<file path="config.mk">
export PLATFORM = sky130hd
export DESIGN_NAME = fetch_unit
export DESIGN_NICKNAME = d
export VERILOG_FILES = /design/src/rtl/fetch_unit.sv
export SDC_FILE = /design/constraint.sdc
export NUM_CORES = 1
export LEC_CHECK = 0
export ABC_AREA = 1
export BUFFER_PORTS_ARGS = -buffer_cell sky130_fd_sc_hd__buf_2
export CORE_AREA = 5 5 137 113
export CTS_CLUSTER_DIAMETER = 60
export DETAILED_ROUTE_END_ITERATION = 8
export DIE_AREA = 0 0 142 118
export PLACE_DENSITY_LB_ADDON = 0.08
export SLEW_MARGIN = 20
export SYNTH_ARGS = -nofsm -noshare
export SYNTH_HDL_FRONTEND = slang
export SYNTH_SLANG_ARGS = --single-unit
export TNS_END_PERCENT = 100
</file>
<file path="constraint.sdc">
create_clock -name clk -period 4.3 [get_ports clk]
set_input_delay 0.43 -clock clk [delete_from_list [all_inputs] [get_ports clk]]
set_output_delay 0.43 -clock clk [all_outputs]
set_load 0.02 [all_outputs]
</file>
<file path="src/rtl/fetch_unit.sv">
// fetch_unit: three-state instruction fetch with jump/branch next-pc selection
module fetch_unit #(
   parameter logic [31:0] RESET_PC = 32'h0000_0000
) (
   input  logic        clk,
   input  logic        rst,
   output logic        imem_req,
   output logic [31:0] imem_addr,
   input  logic        imem_ack,
   input  logic [31:0] imem_rdata,
   output logic [31:0] inst,
   output logic        inst_valid,
   input  logic        inst_ready,
   input  logic        Jump,
   input  logic        Branch,
   input  logic        zero,
   output logic [31:0] pc,
   output logic [31:0] pc_plus4,
   output logic [31:0] retired
);
   typedef enum logic [1:0] {IDLE, FETCH, ISSUE} state_t;
   localparam logic [31:0] START_PC = {RESET_PC[31:2], 2'b00};
   state_t state, state_next;
   logic take, accept;
   logic [31:0] br_off, pc_next;
   // state register; reset lands in IDLE so one settling cycle precedes the first request
   always_ff @(posedge clk or posedge rst)
      if (rst) state <= IDLE;
      else state <= state_next;
   // next state, handshakes and next-pc selection (Jump outranks Branch)
   always_comb begin
      take = state == FETCH && imem_ack;
      accept = state == ISSUE && inst_ready;
      state_next = state == IDLE ? FETCH : take ? ISSUE : accept ? FETCH : state;
      br_off = {{14{inst[15]}}, inst[15:0], 2'b00};
      pc_next = Jump ? {pc_plus4[31:28], inst[25:0], 2'b00} :
                (Branch && zero) ? pc_plus4 + br_off : pc_plus4;
   end
   // instruction latch, pc update and retire counter
   always_ff @(posedge clk or posedge rst)
      if (rst) begin
         pc <= START_PC;
         inst <= '0;
         retired <= '0;
      end else begin
         if (take) inst <= imem_rdata;
         if (accept) begin
            pc <= pc_next;
            retired <= retired + 32'd1;
         end
      end
   assign pc_plus4 = pc + 32'd4;
   assign imem_req = state == FETCH;
   assign imem_addr = pc;
   assign inst_valid = state == ISSUE;
endmodule

</file>
After elaboration in Yosys (flattened, before gate mapping). Cells that the tools add are included. Widths: inputs -> output; s select.

Logic and storage cells: 19. Input port bits: 39. Output and inout bits: 162. Flip-flop bits (word level): 98.

Add/sub/neg operators: 3. Eq/ne operators: 2. Multiplexer cells: 5. Reduce and logical (&&, ||, !) cells: 5.

Operators by type and width (count): $mux 32 (2); $add 32x1->32 const B (1); $add 32x3->32 const B (1); $add 32x32->32 (1); $mux 2 (3); $logic_and 1x1->1 (3); $reduce_bool 3->1 (1); $eq 2x1->1 const B (1); $eq 2x2->1 const B (1); $logic_not 2->1 (1).

Longest topological paths before layout.
Depth after elaboration: 5. Mapped depth: 25. Gate-level depth less buffers: 25.

Worst setup path after synthesis. No wires, ideal clock.

Kind: register -> register. Start point: reg pc[2] (netlist: imem_addr[2]). End point: reg pc[14] (netlist: imem_addr[14]). Setup time: 117 ps. Data required time: 4183 ps. Slack: 1166 ps. Stages on the path, launching flop included: 18. Period minus slack after synthesis: 3134 ps. Arrival: 3017 ps. Path buffers: 0. Cell sequence: dfrtp_1 > ha_1 > nand2_1 > nor2_2 > nand2_1 > nor2_2 > xor2_1 > ha_1 > nand2_1 > inv_1 > nand2_1 > nand2_1 > nand3b_1 > or2_2 > nand3_1 > nand3_1 > nand2_1 > nand2_1.

Word-level cells in the longest chain between the ends: 4.

RTL lines: start, declared (line 17) `output logic [31:0] pc,`; start signal, assigned (line 48) `pc <= pc_next;`; $add 32x3->32 (line 52) `assign pc_plus4 = pc + 32'd4;`; via pc_plus4[12] (line 18) `output logic [31:0] pc_plus4,`; $add 32x32->32 (line 37) `(Branch && zero) ? pc_plus4 + br_off : pc_plus4;`; $mux 32 (line 37); $mux 32 (line 36) `pc_next = Jump ? {pc_plus4[31:28], inst[25:0], 2'b00} :`.

The timed path passes the listed nets, and every way through them passes these cells. A chain may end at the register's enable or synchronous reset.

Final worst setup path.
Start point: reg pc[2] (netlist: imem_addr[2]). End point: reg pc[18] (netlist: imem_addr[18]).

Word-level cells in the longest chain between the ends: 4.

RTL lines (line): $add 32x3->32 (*) (52); $add 32x32->32 (37); $mux 32 (*) (37); $mux 32 (*) (36).

Every way passes the cells marked *; elsewhere a longest branch is shown, timed or not.

==> results.txt <==
* Relative area change from synthesis to final layout: 14.8%
- Switching share of total power: 57.7%
* Clk sinks: 96
- Headroom to the max-slew limit came out at 25.2%.
- After the first detailed-routing iteration, the DRC count stood at 764.
- Maximum number of pins on one net before global-route repair: 71
- The initial antenna violation count was 0.
- The cell that appears most often on the critical path is nand2_1.
- At the pin with the least slew margin, the transition time is 1.12 ns.
- In the final layout, flip-flops and latches occupy 2400 µm².
- Across the VDD grid, the largest voltage drop is 0.619 mV.
- The path class of the tightest hold or removal check is primary input to asynchronous set/reset pin.
- Horiz. Die Dim: 142 µm
- Number of CTS-inserted buffers: 9
- After synthesis, the share of flip-flops with an asynchronous set or reset is 100%.
- Count of unresolved DRC violations after routing: 0
- Number of placement rows: 39
- Number of different library cells in the post-synthesis netlist: 36
- For the final database, setup skew stands at 0.0121 ns.
- Total global routing overflow: 0
- The most common cell in the synthesized netlist is nand2_1.
- After the last flow step, the layout net total stands at 1486.
- For this design the top-level I/O count stands at 201.
- Global-route total usage across every layer: 32.1%
- Result of the run: finished, final reports clean
- Worst path slowest cell: dfrtp_1
- Largest fanout of any net on the critical path: 7
- The number of global-route vias before repair is 7881.
* Longest individual stage delay on the worst path: 0.45 ns
- Ranked by total cell area, the synthesized netlist is headed by dfrtp_1, nand2_1, inv_1.
* First-pass iteration count of the detailed router: 6
- Die area: 16800 µm²
- STA classifies the critical path startpoint as a flop.
- Routability-driven placement finished with a final weighted congestion of 1.01.
- PD cells: 860 nW/µm²
- Setup total negative slack on the finished layout was measured at 0 ns.
* Number of synthesized flops with an enable pin: 0
- Finished Layout Cells: 1598
- Clock-pin slew was measured on the worst setup and hold paths at 0.08 ns.
- Synth top area share: 30.0%
* DR vias: 8484
- After detailed routing, the number of vias per cell comes to 5.31.
- Summed over all instances, the cell type with the most area after synthesis is dfrtp_1.
* Static leakage: 5.51 nW
- The clock passes through at most 2 buffers.
- The H-tree generated during clock tree synthesis spans 3 levels.
- Total area of multi-input combinational cells: 4500 µm²
- In this run, post-CTS repair resized a total of 0 instances.
- Dividing the synthesized area by the synthesized cell count gives 6.38 µm².
- After filler insertion, the fill cell instance count of the layout stands at 1323.
- Post-detailed-routing wire length: 26900 µm
- The number of max-slew violations in the final report was 0.
- Part of the power in combinational logic: 68.8%
- Setup violations remaining at the end of the flow were counted as 0.
- Max Clk Rate: 267 MHz
* Synthesized netlist cell count: 1254
* Number of I/O port buffers: 194
- For the worst-skew pair, the clock arrives at the later sink with an insertion delay of 0.36 ns.
* Crit-path cells: ha_1 > nand2_1 > nor2_2 > nand2_1 > nor2_2 > nand2_1 > xor2_1 > ha_1 > nand2_1 > nor2_1 > nand2_1 > a21oi_1 > o21ai_0 > nand3_1 > nand3_1 > nand2_1 > nand2_1
- WP depth: 17
- Cell type group with the largest total delay on the critical path: simple AND/OR/NAND/NOR gates
- TritonCTS built the clock tree.
* Power share of the sequential group: 21.0%
- Data required time of the worst path: 4.55 ns
- Switching Power: 0.00456 W
- Number of endpoints with negative hold slack in the final report: 0
- STA puts the critical path data arrival time at 3.99 ns.
- Once the floorplan was initialized, standard cells occupied 57.4% of the core.
- First-pass GRT wire length: 42500 µm
- Depth of the worst register-to-register path: 17
- The cell sitting at the root of the clock tree is a clkbuf_16.
- For this run, the leading register cell type out of synthesis is dfrtp_1.
- Fraction of layout cells with a size suffix above 1: 17.9%
* Count of hold buffers inserted by post-cts repair: 0
- STA classifies the critical path endpoint as a flop.
- # Post-CTS Setup Buffers: 0
- Number of warnings reported in the yosys synthesis log: 0
* Placed cell count: 1582
- The mapped netlist covers 8010 µm².
* Buffers & Inverters on Critical Path: 0
- Count of state elements after synthesis: 96
- Setup repair after global routing left no endpoint under its margin.
* Worst setup path class: flop to flop
- Ant diodes: 0
- Placeable core region: 14000 µm²
- Routed Antenna Nets: 0
- Portion of the post-synthesis area used by sequential elements: 30.0%
- Die outline height: 118 µm
* Share of total power in the clock network: 10.2%
- The internal portion of the total power is 0.00334 W.
- In the final routed layout, each cell accounts on average for 16.9 µm.
* Maximum Capacitance Violations: 0
- Ranked by instance count, the synthesized netlist is headed by nand2_1, inv_1, nor2_1.
- Minimum period implied by the final worst setup slack: 3.74 ns
- Final critical-path share of the clock period: 87.1%
* Post-DP HPWL: 21200 µm
==> layer usage <==
layer | global-route usage (%) | wire length [µm] | share of wire, %
met1 | 45.7 | 11600 | 43
met2 | 47.9 | 11600 | 43
met3 | 7.88 | 3030 | 11
met4 | 9.83 | 697 | 2.6
met5 | 0 | 0 | 0
==> registers in the layout, summed over array words and instances (netlist names) <==
signal / flops
inst: 32
retired: 32
imem_addr: 30
state: 2
==> metrics by stage <==
step | total power [W] | instance area [µm²] | util (%) | hold slack, ns | setup slack, ns
after floorplan | 0.00548 | 8030 | - | 0.537 | 1.17
after global placement | 0.00698 | 8900 | 63.8 | 0.482 | 0.837
after detailed placement | 0.00701 | 8900 | 63.8 | 0.489 | 0.769
after CTS | 0.00785 | 9190 | 65.9 | 0.289 | 0.742
after global routing | 0.00860 | 9190 | 65.9 | 0.301 | 0.341
final | 0.00791 | 9190 | 65.9 | 0.270 | 0.557
==> power groups by stage <==
stage               sequential (W)  combinational [W]  clock [W]
floorplan                  0.00190            0.00357          0
global placement           0.00165            0.00533          0
detailed placement         0.00166            0.00535          0
CTS                        0.00165            0.00539   0.000814
global route               0.00171            0.00604   0.000846
finish                     0.00166            0.00544   0.000803
==> path summary, 6_finish.rpt <==
kind                                           from                   endpoint  slack, ns
min in group clk                     imem_rdata[29]       inst[29]$_DFFE_PP0P_       0.30
max in group asynchronous                       rst  imem_addr[31]$_DFFE_PP0P_       3.10
min                                             rst        inst[5]$_DFFE_PP0P_       0.27
max                        imem_addr[2]$_DFFE_PP0P_  imem_addr[18]$_DFFE_PP0P_       0.56
max reg2reg                imem_addr[2]$_DFFE_PP0P_  imem_addr[18]$_DFFE_PP0P_       0.56
min reg2reg                 retired[24]$_DFFE_PP0P_    retired[24]$_DFFE_PP0P_       0.50
==> cells in the final DEF, fill, tap and decap left out, types with 3 or more instances in the layout <==
master     Yosys  final
nand2_1      443    442
inv_1        204    203
buf_2          0    194
nor2_1       107    107
dfrtp_1       96     96
nand3_1       86     86
a21oi_1       61     61
ha_1          37     37
xor2_1        34     34
o21ai_0       27     27
nor3_1        15     15
mux2_2        14     14
xnor2_1       13     13
nand4_1       10     10
clkbuf_16      0      9
nand3b_1       6      6
or2_2          6      6
conb_1         1      6
a21o_1         4      4
nor2_4         4      4
nand2_2        3      4
nor2_2         4      4
o211ai_1       4      4
buf_4         36      4
nor3_2         3      3
inv_6          0      3
==> final cells by class <==
class / instances / area share (%)
timing repair buffer: 198 / 10.9
clock buffer: 9 / 2.45
clock inverter: 7 / 0.694
tap: 184 / 2.50
inverter: 205 / 8.40
sequential: 96 / 26.1
multi-input combinational: 899 / 48.9
==> cells by family (layout without fill, tap and decap cells) <==
| family | Yosys count | in the layout | synth area share (%) |
|---|---|---|---|
| simple gates | 691 | 691 | 35.9 |
| buf+inv | 264 | 419 | 14.1 |
| compound gates | 103 | 103 | 6.83 |
| flops | 96 | 96 | 30.0 |
| xor+xnor | 47 | 47 | 5.14 |
| fa+ha+maj | 38 | 38 | 6.03 |
| mux | 14 | 14 | 1.97 |
| other cells | 1 | 6 | 0.0468 |
Note: power is estimated with default switching activity, not from simulation.
